$ cat src/rtl/acl2_frame_seq.sv
// ADXL362 register-frame sequencer for the PmodACL2 SPI path.
// Emits command, address and data bytes MSB first and captures read bytes into a small buffer.
module acl2_frame_seq #(
  parameter int         MAX_BYTES = 8,
  parameter logic [7:0] CMD_READ  = 8'h0B,
  parameter logic [7:0] CMD_WRITE = 8'h0A
) (
  input  logic       sclk,
  input  logic       rst,
  input  logic       req,
  input  logic       rw,
  input  logic [7:0] addr,
  input  logic [3:0] len,
  input  logic [7:0] wdata,
  input  logic       miso_i,
  output logic       mosi_o,
  output logic       cs_n,
  output logic       busy,
  output logic       done,
  output logic       err,
  output logic [3:0] rx_count,
  input  logic [2:0] rd_index,
  output logic [7:0] rd_data
);

  localparam int         IW   = (MAX_BYTES > 1) ? $clog2(MAX_BYTES) : 1;
  localparam logic [3:0] MAXB = 4'(MAX_BYTES);

  typedef enum logic [2:0] {IDLE, CMD, ADDR, DATA, DONE} state_t;

  state_t        state, state_nx;
  logic [2:0]    bc;
  logic [IW-1:0] byte_idx;
  logic [7:0]    rs;
  logic          rw_q;
  logic [7:0]    addr_q;
  logic [7:0]    wdata_q;
  logic [3:0]    len_q;
  logic [7:0]    rbuf [MAX_BYTES];
  logic [7:0]    cur_byte;
  logic          len_ok;
  logic          last_byte;

  // Writes always carry exactly one byte, so their length field is don't-care.
  assign len_ok    = !rw || ((len != 4'd0) && (len <= MAXB));
  assign last_byte = ({{(4-IW){1'b0}}, byte_idx} == (len_q - 4'd1));

  always_ff @(posedge sclk or posedge rst) begin
    if (rst) state <= IDLE;
    else     state <= state_nx;
  end

  always_comb begin
    state_nx = state;
    cs_n     = 1'b1;
    cur_byte = '0;
    mosi_o   = 1'b0;
    busy     = (state != IDLE);
    done     = (state == DONE);
    case (state)
      IDLE: begin
        if (req && len_ok) state_nx = CMD;
      end
      CMD: begin
        cs_n     = 1'b0;
        cur_byte = rw_q ? CMD_READ : CMD_WRITE;
        if (bc == 3'd7) state_nx = ADDR;
      end
      ADDR: begin
        cs_n     = 1'b0;
        cur_byte = addr_q;
        if (bc == 3'd7) state_nx = DATA;
      end
      DATA: begin
        cs_n     = 1'b0;
        cur_byte = rw_q ? 8'h00 : wdata_q;
        if ((bc == 3'd7) && (!rw_q || last_byte)) state_nx = DONE;
      end
      DONE: begin
        if (!req) state_nx = IDLE;
      end
      default: state_nx = IDLE;
    endcase
    if (!cs_n) mosi_o = cur_byte[3'd7 - bc];
  end

  always_ff @(posedge sclk or posedge rst) begin
    if (rst) begin
      bc       <= '0;
      byte_idx <= '0;
      rs       <= '0;
      rw_q     <= 1'b0;
      addr_q   <= '0;
      wdata_q  <= '0;
      len_q    <= '0;
      err      <= 1'b0;
      rx_count <= '0;
      for (int unsigned i = 0; i < MAX_BYTES; i++) rbuf[i] <= '0;
    end else begin
      case (state)
        IDLE: begin
          if (req) begin
            if (len_ok) begin
              rw_q     <= rw;
              addr_q   <= addr;
              wdata_q  <= wdata;
              len_q    <= rw ? len : 4'd1;
              err      <= 1'b0;
              bc       <= '0;
              byte_idx <= '0;
            end else begin
              err <= 1'b1;
            end
          end
        end
        CMD, ADDR: bc <= bc + 3'd1;
        DATA: begin
          bc <= bc + 3'd1;
          if (rw_q) begin
            rs <= {rs[6:0], miso_i};
            if (bc == 3'd7) begin
              rbuf[byte_idx] <= {rs[6:0], miso_i};
              byte_idx       <= byte_idx + IW'(1);
              if (last_byte) rx_count <= len_q;
            end
          end
        end
        default: ;
      endcase
    end
  end

  assign rd_data = ({1'b0, rd_index} < MAXB) ? rbuf[rd_index[IW-1:0]] : '0;

endmodule

$ cat config.mk
export PLATFORM = sky130hd
export DESIGN_NAME = acl2_frame_seq
export DESIGN_NICKNAME = d
export VERILOG_FILES = /design/src/rtl/acl2_frame_seq.sv
export SDC_FILE = /design/constraint.sdc
export NUM_CORES = 1
export LEC_CHECK = 0
export ABC_AREA = 1
export BUFFER_PORTS_ARGS = -buffer_cell sky130_fd_sc_hd__buf_2
export CAP_MARGIN = 20
export CORE_MARGIN = 3
export CORE_UTILIZATION = 65
export CTS_BUF_LIST = sky130_fd_sc_hd__clkbuf_2
export CTS_CLUSTER_SIZE = 30
export DETAILED_ROUTE_END_ITERATION = 10
export PLACE_DENSITY = 0.86
export SETUP_SLACK_MARGIN = 0.4
export SYNTH_ARGS = -nofsm -noshare
export SYNTH_HDL_FRONTEND = slang
export SYNTH_SLANG_ARGS = --single-unit
$ cat constraint.sdc
create_clock -name sclk -period 9.6 [get_ports sclk]
set_input_delay 0.96 -clock sclk [delete_from_list [all_inputs] [get_ports sclk]]
set_output_delay 0.96 -clock sclk [all_outputs]
set_load 0.02 [all_outputs]
==> results.json, run 1 <==
{
  "clock-root-buffer": "sky130_fd_sc_hd__clkbuf_2",
  "start_util_pct": 69.02,
  "outcome": "complete, no violations",
  "setup_crit_path_kind": "primary input to output pin",
  "synth_seq_cells": 106,
  "syn_area_per_cell_um2": 8.344,
  "yosys_warning_count": 0,
  "antenna_left": 0,
  "max_slew.worst_pin.slew_ps": 877.4,
  "routed-via-count": 4187,
  "critical_path.startpoint_type": "primary input",
  "drt-vias-per-instance": 5.590,
  "post_cts.resized_instances": 0,
  "postLayoutCellArea_mm2": 0.005497,
  "synthTopCellsByArea": "sky130_fd_sc_hd__dfrtp_1, sky130_fd_sc_hd__nand2_1, sky130_fd_sc_hd__o21ai_1, sky130_fd_sc_hd__nor2_1, sky130_fd_sc_hd__o21ai_0",
  "grt_pass1_vias": 3872,
  "r2r_depth": 8,
  "grt_max_degree": 84,
  "post-synth-top-area-fraction_pct": 51.61,
  "worst_setup_hold_path_clk_slew_ps": 300,
  "avgRoutedWirePerCell_um": 14.54,
  "power_leakage_nw": 2.709,
  "layout.cells.most_common_list": "sky130_fd_sc_hd__nand2_1, sky130_fd_sc_hd__dfrtp_1, sky130_fd_sc_hd__nor2_1",
  "htree_levels": 3,
  "io_buffers": 44,
  "arrival_ps": 2650,
  "place_hpwl_mm": 7.319,
  "final_core_util_pct": 73.81,
  "clock_sink_count": 106,
  "ir_worst_vdd_mv": 0.1335,
  "intPower_mw": 0.7126,
  "synth.yosys.seq_area_share_pct": 51.61,
  "maxClockFrequency_mhz": 276.9,
  "rsz0062_at_grt": "false",
  "sw_frac_of_total_pct": 40.65,
  "count_of_flip_flops_with_a_built_in_enable_after_synthesis": 0,
  "flow.area_growth_from_synthesis_pct": 6.938,
  "worstSetupEndpoint": "rd_data[3]",
  "synth_cell_types": 31,
  "timing.critical_path.from": "rd_index[0]",
  "final_critical_path_setup_slack_ps": 5988,
  "num_rows": 31,
  "post_dp_cell_area_mm2": 0.005330,
  "fin_worst_skew_ps": 30.76,
  "critPathRequiredTime_ps": 8640,
  "largest_fanout_on_the_critical_path": 33,
  "grt.overflow.total": 0,
  "synth_largest_area_cell": "sky130_fd_sc_hd__dfrtp_1",
  "grt_first_pass_wirelength_mm": 18.60,
  "cts_tree": "built",
  "setup_viol_count_final": 0,
  "clkLatencyLatePin_ps": 580,
  "timing.hold.ws_ps": 285.0,
  "max-clock-path-buffers": 2,
  "setup.worst_path.end_class": "output pin",
  "floorplan.io_pins": 45,
  "numCtsBuffers": 9,
  "final_max_slew_viol_count": 0,
  "cts.hold.buffers_added": 0,
  "core_region_area_mm2": 0.007447,
  "power_frac_seq_pct": 48.7,
  "gr-usage-all-layers_pct": 26.49,
  "post-place-ws_ps": 6016,
  "die_width_um": 94.93,
  "drc": 0,
  "critical_path.reg2reg.endpoint": "len_q[0]",
  "syn_area_mm2": 0.005140,
  "worst_slew_margin_rel_pct": 41.45,
  "pwr-share-clk_pct": 19.1,
  "tns_ps": 0,
  "power_switching_mw": 0.4881,
  "period_needed_ps": 3612,
  "syn_nets": 648,
  "globalplace.congestion": 0.9346,
  "r2r_start": "state[0]",
  "drt_pre_antenna_iters": 7,
  "r2r_setup_slack_ps": 6930,
  "netlist_instances": 616,
  "number_of_antenna_violations_at_the_first_check_in_global_routing": 0,
  "postRouteWirelength_mm": 10.89,
  "cap_viol_max_count": 0,
  "dpl.cell_count": 732,
  "finish.cell_count_without_fillers": 749,
  "synth-async-reset-ratio_pct": 100.0,
  "report.power.total_mw": 1.201,
  "finalCritPeriodShare_pct": 37.62,
  "drt-initial-drc-count": 376,
  "mostFrequentLayoutCell": "sky130_fd_sc_hd__nand2_1",
  "type_of_the_most_critical_hold_path": "primary input to async pin",
  "cts_setup_buffers": 0,
  "die_area_mm2": 0.009011,
  "final_nets": 677,
  "comb_power_share_pct": 32.2,
  "yosys_most_used_dff": "sky130_fd_sc_hd__dfrtp_1",
  "floorplan.die.height_um": 94.93,
  "layout-drive-gt1-share_pct": 12.77,
  "antenna_cells": 0,
  "power.density_cell_area_mw_per_mm2": 218.4,
  "hold_viol_final": 0
}
-- cell usage after synthesis (2+ instances only) --
| cell type | n |
|---|---|
| sky130_fd_sc_hd__o21ai_1 | 64 |
| sky130_fd_sc_hd__inv_1 | 42 |
| sky130_fd_sc_hd__nor2_1 | 74 |
| sky130_fd_sc_hd__buf_2 | 9 |
| sky130_fd_sc_hd__nand3_4 | 7 |
| sky130_fd_sc_hd__inv_2 | 3 |
| sky130_fd_sc_hd__buf_4 | 3 |
| sky130_fd_sc_hd__nand3_1 | 22 |
| sky130_fd_sc_hd__a21oi_1 | 3 |
| sky130_fd_sc_hd__o22ai_1 | 3 |
| sky130_fd_sc_hd__ha_1 | 4 |
| sky130_fd_sc_hd__clkbuf_1 | 14 |
| sky130_fd_sc_hd__o21ai_0 | 39 |
| sky130_fd_sc_hd__nor2_8 | 2 |
| sky130_fd_sc_hd__dfrtp_1 | 106 |
| sky130_fd_sc_hd__nand2_2 | 2 |
| sky130_fd_sc_hd__nand2_1 | 183 |
| sky130_fd_sc_hd__nand4_4 | 2 |
| sky130_fd_sc_hd__o32ai_1 | 16 |
| sky130_fd_sc_hd__nand4_1 | 3 |
| sky130_fd_sc_hd__o21a_1 | 5 |
-- sequential cells by signal, summed over array words and instances (netlist names) --
name	count
rs	7
len_q	4
rw_q	1
addr_q	8
bc	3
state	3
rbuf	64
rx_count	4
byte_idx	3
err	1
wdata_q	8
-- logic make-up after synthesis --
kind of cell,synth area share [%]
AOI/OAI and AO/OA,14.14
xor gates and xnor gates,0.3409
adders and majority gates,0.9737
buffers and inverters,6.645
DFF,51.61
and+or+nand+nor,26.29
-- critical path, stage by stage --
cell and delay (ps):
sky130_fd_sc_hd__buf_2 260, sky130_fd_sc_hd__inv_1 710, sky130_fd_sc_hd__nor2_1 90, sky130_fd_sc_hd__o32ai_1 270, sky130_fd_sc_hd__nand2_1 80, sky130_fd_sc_hd__nand2_1 90
sky130_fd_sc_hd__buf_2 170
-- worst min-delay path by stage --
stage	end	cells past startpoint
2_1_floorplan	wdata_q[2]	2
3_3_place_gp	rs[6]	2
3_5_place_dp	addr_q[1]	2
4_1_cts	addr_q[7]	2
5_1_grt	addr_q[3]	2
6_report	addr_q[3]	2
-- power by group through the flow --
stage	clock network [mW]	logic [mW]	registers, mW
floorplan	0	0.312	0.573
finish	0.229	0.387	0.585
global placement	0	0.373	0.590
global route	0.251	0.441	0.597
detailed placement	0	0.387	0.592
CTS	0.234	0.388	0.584
-- per-layer routing --
layer	vias to the layer above	global-route usage (%)	routed length, um
met2	131	41.40	5155
met4	0	7.813	187
met3	17	5.259	602
met5	-	0	0
met1	1972	37.80	4948
li1	2067	-	-
-- final cells by class --
| cell class | instances | area (um^2) |
|---|---|---|
| fill | 605 | 1951 |
| timing repair buffer | 46 | 255.2 |
| clock buffer | 9 | 45.04 |
| sequential | 106 | 2653 |
| clock inverter | 7 | 93.84 |
| multi-input combinational | 436 | 2146 |
| inverter | 46 | 180.2 |
| tap | 99 | 123.9 |
(Power assumes the default switching activity.)
==> inputs of run 2 (changes only) <==
--- a/config.mk
+++ b/config.mk
@@ -5,15 +5,15 @@
 export SDC_FILE = /design/constraint.sdc
 export NUM_CORES = 1
 export LEC_CHECK = 0
-export ABC_AREA = 1
+export ABC_AREA = 0
 export BUFFER_PORTS_ARGS = -buffer_cell sky130_fd_sc_hd__buf_2
 export CAP_MARGIN = 20
 export CORE_MARGIN = 3
-export CORE_UTILIZATION = 65
+export CORE_UTILIZATION = 56
 export CTS_BUF_LIST = sky130_fd_sc_hd__clkbuf_2
 export CTS_CLUSTER_SIZE = 30
 export DETAILED_ROUTE_END_ITERATION = 10
-export PLACE_DENSITY = 0.86
+export PLACE_DENSITY = 0.79
 export SETUP_SLACK_MARGIN = 0.4
 export SYNTH_ARGS = -nofsm -noshare
 export SYNTH_HDL_FRONTEND = slang
==> constraint.sdc (replaced) <==
create_clock -name sclk -period 3 [get_ports sclk]
set_input_delay 0.3 -clock sclk [delete_from_list [all_inputs] [get_ports sclk]]
set_output_delay 0.3 -clock sclk [all_outputs]
set_load 0.02 [all_outputs]
==> run 2 against run 1 <==
Effect of this change: global-route usage decreased by 5.2 points; combinational power increased to 3.4 times the previous value; non-clock buffer count increased by 30; via count decreased by 25%; sequential power increased to 3.8 times the previous value; critical endpoint is now mosi_o; largest power group unchanged.
==> results.json, run 2 <==
{
  "syn_nets": 391,
  "arrival_ps": 2130,
  "maxClockFrequency_mhz": 412.1,
  "setup.worst_path.end_class": "output pin",
  "crit_path_slowest_cell": "sky130_fd_sc_hd__dfrtp_1",
  "gr-usage-all-layers_pct": 21.34,
  "numCtsBuffers": 9,
  "worst_slew_margin_rel_pct": 58.33,
  "die_area_mm2": 0.01006,
  "report.power.total_mw": 4.291,
  "cpLargestDelayFamily": "flip-flops",
  "period_needed_ps": 2427,
  "fin_worst_skew_ps": 28.27,
  "cts_tree": "built",
  "synth_cell_types": 44,
  "postRouteWirelength_mm": 9.682,
  "final_max_slew_viol_count": 0,
  "floorplan.io_pins": 45,
  "power.density_cell_area_mw_per_mm2": 751.7,
  "type_of_the_most_critical_hold_path": "primary input to register",
  "layout_top_registers": "rbuf x64, addr_q x8, wdata_q x8",
  "floorplan.die.height_um": 100.3,
  "layout.cells.most_common_list": "sky130_fd_sc_hd__dfrtp_1, sky130_fd_sc_hd__mux2_2, sky130_fd_sc_hd__buf_2",
  "flow.area_growth_from_synthesis_pct": 14.68,
  "r2r_setup_slack_ps": 580,
  "post_synth_most_frequent_cells": "sky130_fd_sc_hd__dfrtp_1, sky130_fd_sc_hd__mux2_2, sky130_fd_sc_hd__nand2_1, sky130_fd_sc_hd__mux4_2",
  "setup_viol_count_final": 0,
  "setup_crit_path_kind": "register to output pin",
  "worst_setup_hold_path_clk_slew_ps": 280,
  "number_of_antenna_violations_at_the_first_check_in_global_routing": 0,
  "final_core_util_pct": 67.78,
  "syn_area_per_cell_um2": 13.87,
  "htree_levels": 3,
  "tns_ps": 0,
  "rsz0062_at_grt": "false",
  "drt_pre_antenna_iters": 4,
  "cpPeakStageDelay_ps": 560,
  "max-clock-path-buffers": 2,
  "final_nets": 457,
  "synthTopCellsByArea": "sky130_fd_sc_hd__dfrtp_1, sky130_fd_sc_hd__mux2_2, sky130_fd_sc_hd__mux4_2, sky130_fd_sc_hd__nand2_1, sky130_fd_sc_hd__o21ai_0",
  "drt-initial-drc-count": 155,
  "ir_worst_vdd_mv": 0.4114,
  "place_hpwl_mm": 6.151,
  "hold_viol_final": 0,
  "antenna_left": 0,
  "synth.yosys.seq_area_share_pct": 53.28,
  "critical_path.startpoint_type": "register",
  "post-synth-top-area-fraction_pct": 53.28,
  "die_width_um": 100.3,
  "syn_area_mm2": 0.004979,
  "yosys_most_used_dff": "sky130_fd_sc_hd__dfrtp_1",
  "synth-async-reset-ratio_pct": 100.0,
  "largest_fanout_on_the_critical_path": 8,
  "io_buffers": 44,
  "synth_seq_cells": 106,
  "synth_largest_area_cell": "sky130_fd_sc_hd__dfrtp_1",
  "antenna_cells": 0,
  "max_slew.worst_pin.slew_ps": 623.0,
  "grt_pass1_vias": 3277,
  "routed-via-count": 3125,
  "avgRoutedWirePerCell_um": 18.10,
  "max_ffs_per_register": 64,
  "critPathRequiredTime_ps": 2700,
  "largest_register": "rbuf",
  "grt.overflow.total": 0,
  "num_rows": 33,
  "clock_sink_count": 106,
  "clock-root-buffer": "sky130_fd_sc_hd__clkbuf_2",
  "power_leakage_nw": 2.715,
  "core_region_area_mm2": 0.008423,
  "grt_max_degree": 107,
  "clkLatencyLatePin_ps": 570,
  "drt-vias-per-instance": 5.841,
  "drc": 0,
  "globalplace.congestion": 0.8423,
  "mostFrequentLayoutCell": "sky130_fd_sc_hd__dfrtp_1",
  "yosys_warning_count": 0,
  "outcome": "complete, no violations",
  "layout-drive-gt1-share_pct": 46.05,
  "yosysMostFrequentCell": "sky130_fd_sc_hd__dfrtp_1",
  "start_util_pct": 59.11,
  "netlist_instances": 359,
  "grt_first_pass_wirelength_mm": 16.82,
  "count_of_flip_flops_with_a_built_in_enable_after_synthesis": 0,
  "path_buf_inv": 1,
  "critical_path.cell_chain": "nor2b_2 > a221oi_1 > o21ai_0 > nand4_1 > a32oi_1 > buf_2",
  "cap_viol_max_count": 0,
  "finalCritPeriodShare_pct": 80.89
}
run 2: changes by cell type in the layout (fill, tap and decap cells not counted), sizes merged, moves of 5 or more:
cell         delta
o21ai          -89
mux4           +16
inv            -33
mux2          +100
nor2           -71
o21a            -5
o32ai          -16
nand2         -166
nand3          -20
dlygate4sd3    +26
run 2: layer usage:
metal  part of all wire [%]  up-vias  track usage [%]
met1                     47     1622            30.38
met5                      0        -                0
met2                     49       42            33.89
li1                       -     1450                -
met4                    1.3        0            6.425
met3                    2.7       11            3.753
run 2: cells by family after synthesis:
logic type,Yosys count,share of synthesized area (%)
and+or+nand+nor,57,7.263
xor gates and xnor gates,3,0.5279
AOI/OAI and AO/OA,36,4.700
buffers and inverters,35,2.965
muxes,118,30.26
adders and majority gates,4,1.005
DFF,106,53.28
run 2: worst paths after layout:
| check | startpoint | end | depth (start not counted) |
|---|---|---|---|
| min in group asynchronous | rst | rbuf[55] | 4 |
| setup / recovery | rw_q | mosi_o | 6 |
| setup reg to reg | state[0] | rbuf[47] | 6 |
| max in group asynchronous | rst | rs[1] | 4 |
| hold reg to reg | rx_count[1] | rx_count[1] | 1 |
| hold / removal | miso_i | rbuf[0] | 2 |
run 2: metrics by stage:
| step | std cells | instance area, um^2 | hold slack (ps) | setup WS (ps) |
|---|---|---|---|---|
| global route | 535 | 5709 | 59.36 | 392.3 |
| floorplan | 359 | 4982 | 436.0 | 1099 |
| global placement | 489 | 5266 | 455.6 | 633.4 |
| detailed placement | 489 | 5266 | 490.6 | 581.3 |
| finish | 535 | 5709 | 84.72 | 573.2 |
| CTS | 535 | 5702 | 46.13 | 437.7 |
run 2: area by class of cell:
class | instances | area (um^2)
flip-flops and latches | 106 | 2655
clock buffers | 9 | 45.04
multi-input cells | 218 | 2186
well taps | 105 | 131.4
fillers | 614 | 2714
repair buffers | 76 | 538.0
clock inverters | 7 | 97.59
inverters | 14 | 56.30
run 2: repair_timing:
action                     4_1_cts  5_1_grt
hold endpoints to repair       129        0
gates resized for setup          2        3
pin swaps                        0        0
hold buffers                    26        0
setup endpoints to repair        1        1
setup buffers                    4        0
run 2: power breakdown:
| part | internal [mW] | total [mW] | switching (mW) |
|---|---|---|---|
| combinational | 0.699 | 1.32 | 0.619 |
| clock | 0.282 | 0.755 | 0.473 |
| sequential | 1.79 | 2.22 | 0.424 |
| total | 2.78 | 4.29 | 1.52 |
==> inputs of run 3 (changes only) <==
--- a/config.mk
+++ b/config.mk
@@ -9,11 +9,11 @@
 export BUFFER_PORTS_ARGS = -buffer_cell sky130_fd_sc_hd__buf_2
 export CAP_MARGIN = 20
 export CORE_MARGIN = 3
-export CORE_UTILIZATION = 56
+export CORE_UTILIZATION = 62
 export CTS_BUF_LIST = sky130_fd_sc_hd__clkbuf_2
 export CTS_CLUSTER_SIZE = 30
 export DETAILED_ROUTE_END_ITERATION = 10
-export PLACE_DENSITY = 0.79
+export PLACE_DENSITY = 0.83
 export SETUP_SLACK_MARGIN = 0.4
 export SYNTH_ARGS = -nofsm -noshare
 export SYNTH_HDL_FRONTEND = slang
==> constraint.sdc (replaced) <==
create_clock -name sclk -period 2.5 [get_ports sclk]
set_input_delay 0.25 -clock sclk [delete_from_list [all_inputs] [get_ports sclk]]
set_output_delay 0.25 -clock sclk [all_outputs]
set_load 0.02 [all_outputs]
==> run 3 against run 2 <==
Effect of this change: critical path depth is 1 higher; first-iteration DRC count grew 3.2%; register-to-register slack worse by 260 ps; core utilization grew 9.6 points; final area up 5.3%; clock skew rose by 10 ps; total power rose by 24%; worst hold slack lost 25 ps; die area is 9.1% lower; count of clock-buffer cells in the layout did not move; sequential power is 19% higher; non-clock buffer count is 20 higher; largest power group unchanged.
==> results.json, run 3 (synthesized netlist as in run 2, its figures left out) <==
{
  "outcome": "complete, no violations",
  "max_slew.worst_pin.slew_ps": 764.9,
  "largest_fanout_on_the_critical_path": 5,
  "clock-root-buffer": "sky130_fd_sc_hd__clkbuf_2",
  "floorplan.io_pins": 45,
  "clock_sink_count": 106,
  "grt_pass1_vias": 3343,
  "setup_crit_path_kind": "register to output pin",
  "power.density_cell_area_mw_per_mm2": 886.5,
  "antenna_left": 0,
  "critPathRequiredTime_ps": 2250,
  "io_buffers": 44,
  "power_leakage_nw": 2.868,
  "critical_path.reg2reg.endpoint": "rbuf[25]",
  "floorplan.die.height_um": 95.61,
  "finish.cell_count_without_fillers": 551,
  "drt-initial-drc-count": 160,
  "grt_max_degree": 41,
  "core_region_area_mm2": 0.007767,
  "mostFrequentLayoutCell": "sky130_fd_sc_hd__dfrtp_1",
  "dpl.cell_count": 490,
  "start_util_pct": 64.09,
  "largest_register": "rbuf",
  "layout.cells.most_common_list": "sky130_fd_sc_hd__dfrtp_1, sky130_fd_sc_hd__mux2_2, sky130_fd_sc_hd__buf_2",
  "grt.overflow.total": 0,
  "final_max_slew_viol_count": 0,
  "flow.area_growth_from_synthesis_pct": 20.71,
  "drc": 0,
  "period_needed_ps": 2337,
  "die_width_um": 95.61,
  "postRouteWirelength_mm": 10.18,
  "final_nets": 477,
  "place_hpwl_mm": 6.338,
  "arrival_ps": 2090,
  "antenna_cells": 0,
  "finalCritPeriodShare_pct": 93.46,
  "r2r_start": "state[2]",
  "avgRoutedWirePerCell_um": 18.47,
  "worst_setup_hold_path_clk_slew_ps": 290,
  "globalplace.congestion": 0.7875,
  "type_of_the_most_critical_hold_path": "primary input to register",
  "hold_viol_final": 0,
  "number_of_antenna_violations_at_the_first_check_in_global_routing": 0,
  "maxClockFrequency_mhz": 428.0,
  "ir_worst_vdd_mv": 0.6954,
  "critical_path.startpoint_type": "register",
  "rsz0062_at_grt": "true",
  "max_ffs_per_register": 64,
  "final_core_util_pct": 77.37,
  "worst_slew_margin_rel_pct": 48.90,
  "cts_tree": "built",
  "drt_pre_antenna_iters": 4,
  "max-clock-path-buffers": 2,
  "numCtsBuffers": 9,
  "routed-via-count": 3299,
  "fin_worst_skew_ps": 38.68,
  "r2r_depth": 5,
  "grt_first_pass_wirelength_mm": 16.49,
  "worstSetupEndpoint": "mosi_o",
  "setup_viol_count_final": 0,
  "r2r_setup_slack_ps": 320,
  "clkLatencyLatePin_ps": 560,
  "htree_levels": 3,
  "worst_hold_startpoint": "miso_i",
  "setup.worst_path.end_class": "output pin",
  "timing.critical_path.from": "state[0]",
  "num_rows": 32,
  "drt-vias-per-instance": 5.987,
  "timing.hold.ws_ps": 59.42,
  "die_area_mm2": 0.009141,
  "gr-usage-all-layers_pct": 23.60,
  "layout_top_registers": "rbuf x64, addr_q x8, wdata_q x8",
  "layout-drive-gt1-share_pct": 50.11,
  "cap_viol_max_count": 0
}
## run 3: how the worst min path moves through the flow
stage | depth (start not counted) | slack, ps | end
6_report | 2 | 60 | rs[0]
3_3_place_gp | 2 | 410 | rbuf[61]
4_1_cts | 2 | 30 | rs[0]
3_5_place_dp | 2 | 420 | rbuf[53]
2_1_floorplan | 2 | 390 | len_q[1]
5_1_grt | 2 | -0.2 | rs[0]
## run 3: repair_timing
action / 4_1_cts / 5_1_grt
gates cloned: 1 / 0
endpoints found under the setup margin: 73 / 90
hold buffers: 26 / 0
resized for setup: 33 / 16
pin swaps: 8 / 6
setup buffers: 16 / 3
hold endpoints to repair: 55 / 0
## run 3: area by class of cell
class / count / area (um^2)
Inverter: 14 / 56.30
Clock inverter: 6 / 66.31
Clock buffer: 9 / 45.04
Timing Repair Buffer: 96 / 792.0
Sequential cell: 106 / 2656
Multi-Input combinational cell: 218 / 2266
Tap cell: 102 / 127.6
Fill cell: 450 / 1758
## run 3: power breakdown
part / internal, mW / switching (mW)
clock network: 0.233 / 0.560
logic: 1.01 / 0.875
registers: 2.15 / 0.489
total: 3.40 / 1.93
## run 3: critical path, stage by stage (launching register included)
cell	delay [ps]
sky130_fd_sc_hd__dfrtp_1	450
sky130_fd_sc_hd__buf_6	130
sky130_fd_sc_hd__nor2b_4	180
sky130_fd_sc_hd__a221oi_2	80
sky130_fd_sc_hd__o21ai_1	170
sky130_fd_sc_hd__nand4_1	110
sky130_fd_sc_hd__a32oi_1	220
sky130_fd_sc_hd__buf_4	190
## run 3: metrics by stage
stage | setup WS [ps] | cell area [um^2] | setup TNS, ps | power (mW)
2_1_floorplan | 657.2 | 4982 | 0 | 3.775
3_3_place_gp | 270.1 | 5293 | 0 | 4.108
3_5_place_dp | 187.6 | 5293 | 0 | 4.196
4_1_cts | 235.4 | 5913 | 0 | 5.184
5_1_grt | -27.49 | 6010 | -27.49 | 5.669
6_report | 163.5 | 6010 | 0 | 5.327
## run 3: metal layers
layer | vias to the layer above | GRT usage (%) | share of wire [%]
met2 | 88 | 40.30 | 53
met4 | 0 | 5.687 | 1.5
met5 | - | 0 | 0
met3 | 17 | 5.446 | 3.7
li1 | 1493 | - | -
met1 | 1701 | 30.63 | 42
